<file path="src/rtl/alu_cmd_scheduler.sv">
// Two-requester command scheduler in front of a registered multi-unit ALU.
// Round-robin grant, one command in flight, result held until the consumer takes it.
module alu_cmd_scheduler #(
  parameter int In_out  = 16,
  parameter int ALU_LAT = 1
) (
  input  logic              CLK,
  input  logic              RST,
  input  logic              REQ0_VALID,
  input  logic [In_out-1:0] REQ0_A,
  input  logic [In_out-1:0] REQ0_B,
  input  logic [3:0]        REQ0_FUN,
  output logic              REQ0_READY,
  input  logic              REQ1_VALID,
  input  logic [In_out-1:0] REQ1_A,
  input  logic [In_out-1:0] REQ1_B,
  input  logic [3:0]        REQ1_FUN,
  output logic              REQ1_READY,
  output logic [In_out-1:0] ALU_A,
  output logic [In_out-1:0] ALU_B,
  output logic [3:0]        ALU_FUN,
  output logic              Arith_Enable,
  output logic              Logic_Enable,
  output logic              CMP_Enable,
  output logic              Shift_Enable,
  input  logic [In_out-1:0] ALU_OUT,
  input  logic              ALU_Flag,
  output logic              RSP_VALID,
  output logic              RSP_ID,
  output logic [In_out-1:0] RSP_DATA,
  output logic              RSP_FLAG,
  input  logic              RSP_READY,
  output logic              BUSY
);

  typedef enum logic [1:0] {
    IDLE  = 2'd0,
    ISSUE = 2'd1,
    WAIT  = 2'd2,
    RESP  = 2'd3
  } state_t;

  localparam logic [2:0] LAT_C = 3'(ALU_LAT);

  state_t            state_r;
  state_t            state_nxt_s;
  logic [2:0]        cnt_r;
  logic              last_grant_r;
  logic              grant0_s;
  logic              grant1_s;
  logic              accept_s;
  logic [In_out-1:0] alu_a_r;
  logic [In_out-1:0] alu_b_r;
  logic [3:0]        alu_fun_r;
  logic [3:0]        unit_en_r;
  logic              rsp_valid_r;
  logic              rsp_id_r;
  logic              rsp_flag_r;
  logic [In_out-1:0] rsp_data_r;

  // One-hot unit select {Arith, Logic, CMP, Shift} from the function group bits
  function automatic logic [3:0] unit_sel(input logic [3:0] fun);
    logic [3:0] sel;
    case (fun[3:2])
      2'b00:   sel = 4'b1000;
      2'b01:   sel = 4'b0100;
      2'b10:   sel = 4'b0010;
      default: sel = 4'b0001;
    endcase
    return sel;
  endfunction

  // Round-robin grant; reset masks the grant so READY is low while RST is high
  always_comb begin
    grant0_s = 1'b0;
    grant1_s = 1'b0;
    if ((state_r == IDLE) && !RST) begin
      if (REQ0_VALID && (!REQ1_VALID || last_grant_r)) begin
        grant0_s = 1'b1;
      end else if (REQ1_VALID) begin
        grant1_s = 1'b1;
      end else begin
        grant0_s = 1'b0;
      end
    end else begin
      grant1_s = 1'b0;
    end
  end

  assign accept_s = grant0_s | grant1_s;

  // State register
  always_ff @(posedge CLK or posedge RST) begin
    if (RST) begin
      state_r <= IDLE;
    end else begin
      state_r <= state_nxt_s;
    end
  end

  // Next-state logic
  always_comb begin
    state_nxt_s = state_r;
    case (state_r)
      IDLE:    state_nxt_s = accept_s ? ISSUE : IDLE;
      ISSUE:   state_nxt_s = WAIT;
      WAIT:    state_nxt_s = (cnt_r == 3'd1) ? RESP : WAIT;
      RESP:    state_nxt_s = RSP_READY ? IDLE : RESP;
      default: state_nxt_s = IDLE;
    endcase
  end

  // FSM outputs: handshake readies and busy indication
  always_comb begin
    REQ0_READY = grant0_s;
    REQ1_READY = grant1_s;
    if (state_r != IDLE) begin
      BUSY = 1'b1;
    end else begin
      BUSY = 1'b0;
    end
  end

  // Captured command; operands are cleared once the result has been sampled
  always_ff @(posedge CLK or posedge RST) begin
    if (RST) begin
      alu_a_r   <= '0;
      alu_b_r   <= '0;
      alu_fun_r <= 4'd0;
      unit_en_r <= 4'd0;
      rsp_id_r  <= 1'b0;
    end else if (accept_s) begin
      alu_a_r   <= grant1_s ? REQ1_A   : REQ0_A;
      alu_b_r   <= grant1_s ? REQ1_B   : REQ0_B;
      alu_fun_r <= grant1_s ? REQ1_FUN : REQ0_FUN;
      unit_en_r <= unit_sel(grant1_s ? REQ1_FUN : REQ0_FUN);
      rsp_id_r  <= grant1_s;
    end else if (state_r == ISSUE) begin
      unit_en_r <= 4'd0;
    end else if ((state_r == WAIT) && (cnt_r == 3'd1)) begin
      alu_a_r   <= '0;
      alu_b_r   <= '0;
      alu_fun_r <= 4'd0;
    end else begin
      unit_en_r <= unit_en_r;
    end
  end

  // ALU latency down-counter
  always_ff @(posedge CLK or posedge RST) begin
    if (RST) begin
      cnt_r <= 3'd0;
    end else if (state_r == ISSUE) begin
      cnt_r <= LAT_C;
    end else if (state_r == WAIT) begin
      cnt_r <= cnt_r - 3'd1;
    end else begin
      cnt_r <= cnt_r;
    end
  end

  // Response capture and consumer handshake
  always_ff @(posedge CLK or posedge RST) begin
    if (RST) begin
      rsp_valid_r <= 1'b0;
      rsp_data_r  <= '0;
      rsp_flag_r  <= 1'b0;
    end else if ((state_r == WAIT) && (cnt_r == 3'd1)) begin
      rsp_valid_r <= 1'b1;
      rsp_data_r  <= ALU_OUT;
      rsp_flag_r  <= ALU_Flag;
    end else if ((state_r == RESP) && RSP_READY) begin
      rsp_valid_r <= 1'b0;
    end else begin
      rsp_valid_r <= rsp_valid_r;
    end
  end

  // Fairness pointer; reset to 1 so requester 0 wins the first tie
  always_ff @(posedge CLK or posedge RST) begin
    if (RST) begin
      last_grant_r <= 1'b1;
    end else if ((state_r == RESP) && RSP_READY) begin
      last_grant_r <= rsp_id_r;
    end else begin
      last_grant_r <= last_grant_r;
    end
  end

  assign ALU_A        = alu_a_r;
  assign ALU_B        = alu_b_r;
  assign ALU_FUN      = alu_fun_r;
  assign Arith_Enable = unit_en_r[3];
  assign Logic_Enable = unit_en_r[2];
  assign CMP_Enable   = unit_en_r[1];
  assign Shift_Enable = unit_en_r[0];
  assign RSP_VALID    = rsp_valid_r;
  assign RSP_ID       = rsp_id_r;
  assign RSP_DATA     = rsp_data_r;
  assign RSP_FLAG     = rsp_flag_r;

endmodule

</file>
<file path="config.mk">
export PLATFORM = sky130hd
export DESIGN_NAME = alu_cmd_scheduler
export DESIGN_NICKNAME = d
export VERILOG_FILES = /design/src/rtl/alu_cmd_scheduler.sv
export SDC_FILE = /design/constraint.sdc
export NUM_CORES = 1
export LEC_CHECK = 0
export ABC_AREA = 1
export CAP_MARGIN = 5
export CORE_AREA = 10 10 91 113
export CTS_BUF_LIST = sky130_fd_sc_hd__clkbuf_8
export DETAILED_ROUTE_END_ITERATION = 16
export DIE_AREA = 0 0 101 123
export PLACE_DENSITY = 0.94
export SETUP_SLACK_MARGIN = 0.2
export SLEW_MARGIN = 20
export SYNTH_ARGS = -nofsm -noshare
export SYNTH_HDL_FRONTEND = slang
export SYNTH_SLANG_ARGS = --single-unit
</file>
<file path="constraint.sdc">
create_clock -name CLK -period 3.14 [get_ports CLK]
set_input_delay 0.942 -clock CLK [delete_from_list [all_inputs] [get_ports CLK]]
set_output_delay 0.942 -clock CLK [all_outputs]
set_load 0.01 [all_outputs]
</file>
; After elaboration in Yosys (flattened, before gate mapping)
; Index checks and enable logic that the tools add are counted.
; Widths: inputs -> output; s select.
[totals]
ff_bits = 65
in_bits = 94
out_inout_bits = 62
wordCells = 62
[classes]
n_addsub = 1
eq_ne = 7
mux = 27
n_bitwise = 1
n_reduce_logical = 15
[ops]
columns = op, count
row1 = $mux 16, 6
row2 = $mux 4, 6
row3 = $pmux 4 s3, 1
row4 = $mux 1, 10
row5 = $reduce_bool 2->1, 5
row6 = $pmux 2 s4, 1
row7 = $eq 2x2->1 const B, 3
row8 = $mux 3, 2
row9 = $eq 2x1->1 const B, 2
row10 = $logic_and 1x1->1, 4
row11 = $logic_not 2->1, 2
row12 = $eq 3x1->1 const B, 1
row13 = $sub 3x1->3 const B, 1
row14 = $logic_not 1->1, 2
row15 = $mux 2, 1
row16 = $ne 2x2->1 const B, 1
row17 = $reduce_and 2->1, 1
row18 = $logic_or 1x1->1, 1
row19 = $or 1x1->1, 1

; Depth between registers and ports, before layout
; Gate-level depths: netlist of run 1.
[logic_depth]
ltp_word = 9
depth_mapped = 11
depth_no_buf = 9

; Worst setup path after synthesis of run 1
; OpenSTA, ideal clock, no wires.
[synth_timing]
path_kind = input-to-output
from = input port REQ0_VALID
to = output port REQ1_READY
arrival_time_ps = 1525
t_required_ps = 2198
setup_slack_ps = 673
cell_stages = 5
path_buffers = 2
cell_sequence = a21oi_2 nand2_1 buf_4 buf_6 inv_2
[synth_between]
elab_chain_len = 3
[synth_lines]
columns = item, line
row1 = from (decl), 9  ; input logic REQ0_VALID,
row2 = $logic_and 1x1->1, 78  ; if (REQ0_VALID && (!REQ1_VALID || last_grant_r)) begin
row3 = $mux 1, 78
row4 = $mux 1, 77  ; if ((state_r == IDLE) && !RST) begin
row5 = to (decl), 18  ; output logic REQ1_READY,
; Every way passes these cells.

; Worst setup path after layout of run 1
[layout_timing]
from = input port REQ1_VALID
to = output port REQ0_READY
[layout_between]
elab_chain_len = 5
[layout_lines]
columns = item, line
row1 = from (decl), 14  ; input logic REQ1_VALID,
row2 = $logic_not 1->1, 78
row3 = $logic_or 1x1->1, 78
row4 = $logic_and 1x1->1, 78
row5 = $mux 1, 78
row6 = $mux 1, 77
row7 = to (decl), 13  ; output logic REQ0_READY,
; Every way passes these cells.

==> results of run 1 <==
layout by cell type, fill, tap and decap left out, types with 2 or more instances in the layout:
cell	n
a21oi_1	3
buf_12	3
buf_4	8
clkbuf_8	10
clkdlybuf4s50_1	150
clkinv_2	2
clkinvlp_4	2
dfrtp_1	64
dlygate4sd2_1	4
ha_1	8
inv_1	80
inv_2	6
nand2_1	148
nand3_1	78
nand3b_1	2
nor2_1	3
o21ai_0	4
o21ai_1	34
stage by stage:
stage	power [W]	std cells	area (um^2)
global placement	0.00368	702	5090
finish	0.00437	718	5270
CTS	0.00443	718	5270
floorplan	0.00255	465	3430
detailed placement	0.00378	702	5090
global route	0.00472	718	5270
logic make-up after synthesis:
kind of cell / count (synthesis) / synth area share (%)
simple gates: 235 / 29.2
fa+ha+maj: 8 / 2.92
compound gates: 44 / 6.60
flops: 65 / 47.4
buf+inv: 112 / 13.6
xor+xnor: 1 / 0.255
synthesized netlist by cell type, types with 2 or more instances:
cell type	number	area (um^2)
nand3b_1	2	15.0
o21ai_1	34	170
buf_1	2	7.51
inv_1	81	304
buf_2	15	75.1
nor2_1	3	11.3
dfrtp_1	64	1600
inv_2	5	18.8
nand3_1	78	390
o21ai_0	4	20.0
ha_1	8	100
clkbuf_1	3	11.3
a21oi_1	3	15.0
nand2_1	149	559
buf_4	5	37.5
state kept, by name (all words and copies together) (netlist names):
register,flops
ALU_A,16
ALU_B,16
RSP_DATA,16
ALU_FUN,4
unit_en_r,4
cnt_r,3
state_r,2
RSP_FLAG,1
RSP_ID,1
RSP_VALID,1
last_grant_r,1
worst min-delay path by stage:
| stage | slack [ns] | cells after the start | endpoint | from |
|---|---|---|---|---|
| after CTS | 0.49 | 2 | RSP_DATA[0] | RSP_DATA[0] |
| after global placement | 0.46 | 2 | RSP_DATA[4] | RSP_DATA[4] |
| final | 0.48 | 2 | RSP_DATA[9] | RSP_DATA[9] |
| after global routing | 0.51 | 2 | ALU_A[15] | ALU_A[15] |
| after floorplan | 0.47 | 2 | last_grant_r | last_grant_r |
| after detailed placement | 0.47 | 2 | RSP_DATA[0] | RSP_DATA[0] |
power by group:
group          switching (W)  total [W]  internal [W]
combinational        0.00113    0.00225       0.00112
sequential          0.000237    0.00149       0.00126
clock               0.000325   0.000634      0.000309
worst min-delay path, cell delays in order, from the launching register on:
cell and delay, ns:
dfrtp_1 0.35, nand2_1 0.05, nand2_1 0.05
per-layer routing:
layer	vias up	GRT usage [%]	wire length, um
met4	0	6.11	226
met5	-	0	0
met3	17	5.30	826
li1	1739	-	-
met2	127	30.6	5760
met1	1643	17.3	3850
area by class of cell:
type / count / area share, %
Clock buffer: 10 / 2.61
Clock inverter: 6 / 0.807
Inverter: 86 / 6.13
Multi-Input combinational cell: 288 / 25.6
Sequential cell: 65 / 30.9
Tap cell: 97 / 2.30
Timing Repair Buffer: 166 / 31.7
timing repair:
item / in CTS / in global routing
gates cloned: 0 / 0
hold buffers: 0 / 0
resized for setup: 4 / 1
endpoints found under the setup margin: 2 / 2
==> metrics.csv, run 1 <==
metric;value;unit
status;finished clean;
Largest delay share family, worst path;buffers and inverters;
drt initial violations;164;
initial antenna violation count;0;
worst slew margin relative to its limit;52.8;%
fraction of layout instances using a drive strength above 1;6.12;%
clock buffer depth;2;
Ant. Diodes;0;
number of hold violations in the final report;0;
gp weighted congestion;0.798;
number of detailed-route iterations in the first pass;5;
Core Util, Final;65.0;%
total setup buffers inserted after CTS;0;
PwrDens;830;nW/um^2
routed vias;3526;
die area;12400;um^2
worst skew pair latency;0.33;ns
register area;1630;um^2
effective utilization at floorplan;42.3;%
CP endpoint;REQ0_READY;
chip width;101;um
root buf cell;clkbuf_8;
CP Cell Sequence;dlygate4sd2_1, buf_4, nand2_1, nand3_2, inv_1, dlygate4sd2_1;
Clock transition at path regs;0.07;ns
Most common cell on crit path;dlygate4sd2_1;
Reg2Reg Depth;11;
f_max;0.364;GHz
Filler cells;668;
crit path launch type;input pin;
VDD IR max;603;uV
Worst Path Arrival;1.80;ns
Hold Slack;0.484;ns
Leak;2.65;nW
synth unique cells;24;
CTS buffer count;9;
FF-to-FF End;ALU_B[11];
Syn Area/Cell;7.38;um^2
CTS tree;done;
global-route wire length before repair;17100;um
fraction of registers with async set/reset;100;%
DRC errors left;0;
register-to-register setup slack;0.99;ns
PnR worst setup slack;0.393;ns
Final min period;2.75;ns
Synthesized Nets;567;
Mapped Cells;465;
DP Wirelength;8400;um
HP Class;flop to flop;
fin. max-slew vios;0;
clk sinks;65;
CP max-delay cell;dlygate4sd2_1;
TNS Setup;0;ns
die height;123;um
WP buf/inv;4;
slowest stage delay, CP;0.26;ns
largest net degree at the start of global routing;71;
nets;718;
RSZ-0062 raised after global routing;false;
sequential-to-total area share from yosys stat;47.4;%
Multi-input gate area;1350;um^2
# setup viols final;0;
vias in the first global route;3499;
DRT antenna net count;0;
Critical path origin;REQ1_VALID;
Worst Setup End Kind;primary output;
WS Path Type;input pin to primary output;
Setup Slack @ Placement;-0.0903;ns
vias per inst;4.91;
grt ovf;0;
CP Depth;6;
Yosys warning count;0;
H-tree levels;3;
Port Buf Inserts;155;
Max FO, Critical Path;2;
Least-Margin Pin Slew;0.707;ns
per-cell routed wire length;14.9;um
period utilisation layout;87.5;%
core box area;8100;um^2
Max Cap Viol;0;
Netlist Area Pre-Place;3430;um^2
Main synth FF type;dfrtp_1;
DRT Wirelength;10700;um
row count;37;
CP required;2.20;ns
Total GRT Usage;16.7;%
Worst Clk Skew;0.0129;ns
Layout area overhead;53.6;%
worst r2r src;state_r[0];
flops & latches, synth;65;
number of synthesized flops with an enable pin;0;
IO Count;156;
Power figures use the tool's default switching activity.
==> run 2, diff against run 1 <==
Settings changed: CELL_PAD_IN_SITES_DETAIL_PLACEMENT set to 1, CELL_PAD_IN_SITES_GLOBAL_PLACEMENT set to 1, CORE_AREA 10 10 91 113 to 10 10 90 111, DIE_AREA 0 0 101 123 to 0 0 100 121, DONT_BUFFER_PORTS set to 1, PLACE_DENSITY 0.94 to 0.92.
==> run 2 against run 1 <==
  * Sequential share of layout area rose by 13 points
  * Setup slack improved by 0.22 ns
  * Via count is 17% lower
  * Hold slack improved by 0.070 ns
  * Critical path depth is the same
  * Combinational power decreased by 51%
  * Clock power is 4.9% higher
  * Final cell count down 22%
  * Fmax up 8.5%
  * Clock skew down 0.0074 ns
  * Register-to-register slack improved by 0.11 ns
  * Final area decreased by 30%
==> metrics.csv, run 2 (same netlist as run 1, synthesis figures left out) <==
metric;value;unit;change
routing usage on met2;29.6;%;-0.94 points
crit path launch type;flop;;
Total GRT Usage;17.6;%;+0.97 points
drt initial violations;77;;-53%
Core Util, Final;47.2;%;-18 points
Post-Place Cell Area;3490;um^2;-31%
Least-Margin Pin Slew;0.685;ns;-0.0218 ns
global-route wire length before repair;17000;um;-0.88%
per-cell routed wire length;18.7;um;+26%
H-tree levels;3;;unchanged
DRT Wirelength;10500;um;-1.9%
Worst Path Arrival;1.59;ns;-0.21 ns
gp weighted congestion;0.812;;+1.8%
number of detailed-route iterations in the first pass;4;;-1
clk sinks;65;;unchanged
grt ovf;0;;unchanged
Layout area overhead;7.15;%;
routed vias;2931;;-17%
core box area;7790;um^2;-3.8%
f_max;0.395;GHz;+8.5%
cts hold-fix bufs;0;;unchanged
VDD IR max;421;uV;-30%
initial antenna violation count;1;;+1
FF-to-FF End;ALU_FUN[2];;
# setup viols final;0;;unchanged
root buf cell;clkbuf_8;;
Int Power;0.00198;W;-26%
met1 Usage GRT;18.1;%;+0.84 points
DP Wirelength;8120;um;-3.4%
status;finished clean;;
Max FO, Critical Path;5;;+3
CTS buffer count;9;;unchanged
Critical path origin;state_r[1];;
CP endpoint;REQ0_READY;;
clock buffer depth;2;;unchanged
HP Class;flop to flop;;
register share of total power;50.2;%;+16 points
Leak;2.03;nW;-23%
CTS tree;done;;
effective utilization at floorplan;44.0;%;+1.7 points
largest net degree at the start of global routing;42;;-41%
Filler cells;985;;+47%
die height;121;um;-1.6%
Switching Share;44.4;%;+5.8 points
register-to-register setup slack;1.10;ns;+0.11 ns
vias in the first global route;3208;;-8.3%
worst slew margin relative to its limit;54.3;%;+1.5 points
Final min period;2.53;ns;-0.215 ns
die area;12100;um^2;-2.6%
nets;561;;-22%
Finished Cell Area;3680;um^2;-30%
worst r2r src;state_r[1];;
most used routing layer;met2;;
IO Count;156;;unchanged
TNS Setup;0;ns;unchanged
Max Cap Viol;0;;unchanged
Worst Setup End Kind;primary output;;
Reg2Reg Depth;10;;-1
chip width;100;um;-0.99%
Clock transition at path regs;0.07;ns;about the same
vias per inst;5.24;;+6.8%
DRC errors left;0;;unchanged
period utilisation layout;80.6;%;-6.9 points
RSZ-0062 raised after global routing;false;;
HP Start;RSP_DATA[3];;
worst hold stages;2;;unchanged
Global Route met3 Usage;9.34;%;+4.0 points
Clock power frac;18.6;%;+4.1 points
Logic pwr share;31.1;%;-20 points
Port Buf Inserts;0;;-100%
WS Path Type;flop to primary output;;
row count;36;;-2.7%
commonest non-fill, non-tap cell in the layout;nand2_1;;
PwrDens;971;nW/um^2;+17%
Net Switching;0.00159;W;-6.2%
DRT antenna net count;0;;unchanged
number of hold violations in the final report;0;;unchanged
fraction of layout instances using a drive strength above 1;7.13;%;+1.0 points
CP required;2.20;ns;about the same
commonest cells after routing, fill and taps aside;nand2_1, inv_1, nand3_1;;
Worst Clk Skew;0.00555;ns;-0.00737 ns
worst skew pair latency;0.34;ns;about the same
fin. max-slew vios;0;;unchanged
Hold Slack;0.554;ns;+0.0697 ns
==> run 2: layout make-up <==
cell class	instances	area (um^2)	share of cell area (%)
well taps	95	119	3.23
clock buffers	9	124	3.37
repair buffers	9	80.1	2.18
clock inverters	6	52.6	1.43
multi-input cells	288	1350	36.7
inverters	86	323	8.78
flip-flops and latches	65	1630	44.3
diodes	1	2.50	0.0681
==> run 2: layer usage <==
metal  vias up  wire (um)
met5         -          0
met2       114       5180
met4         0        185
met1      1384       3870
met3        17       1230
li1       1416          -
==> run 2: how the worst min path moves through the flow <==
stage	to	slack [ns]
global placement	last_grant_r	0.50
global route	unit_en_r[1]	0.60
finish	RSP_DATA[3]	0.55
CTS	last_grant_r	0.53
floorplan	last_grant_r	0.47
detailed placement	last_grant_r	0.52
==> run 2: per-stage QoR <==
step           total power (W)  worst slack, ns  cells
3_5_place_dp           0.00295            0.570    542
2_1_floorplan          0.00255            0.573    465
4_1_cts                0.00363            0.297    557
6_report               0.00357            0.609    559
3_3_place_gp           0.00284            0.613    542
5_1_grt                0.00389            0.465    558
==> run 2: power by group through the flow <==
stage	logic, W	registers [W]	clock network (W)
CTS	0.00112	0.00182	0.000689
global route	0.00130	0.00186	0.000731
detailed placement	0.00112	0.00183	0
finish	0.00111	0.00179	0.000665
floorplan	0.000896	0.00166	0
global placement	0.00103	0.00181	0
==> run 2: worst max-delay path: stages, from the launching register on <==
cell     delay [ns]
dfrtp_1        0.43
inv_1          0.15
ha_1           0.19
inv_2          0.07
nor2_4         0.15
nand3_2        0.13
inv_1          0.14
==> run 2: repair_timing <==
| action | CTS | global route |
|---|---|---|
| endpoints found under the setup margin | 0 | 1 |
| resized for setup | 0 | 0 |
| buffers inserted | 0 | 1 |
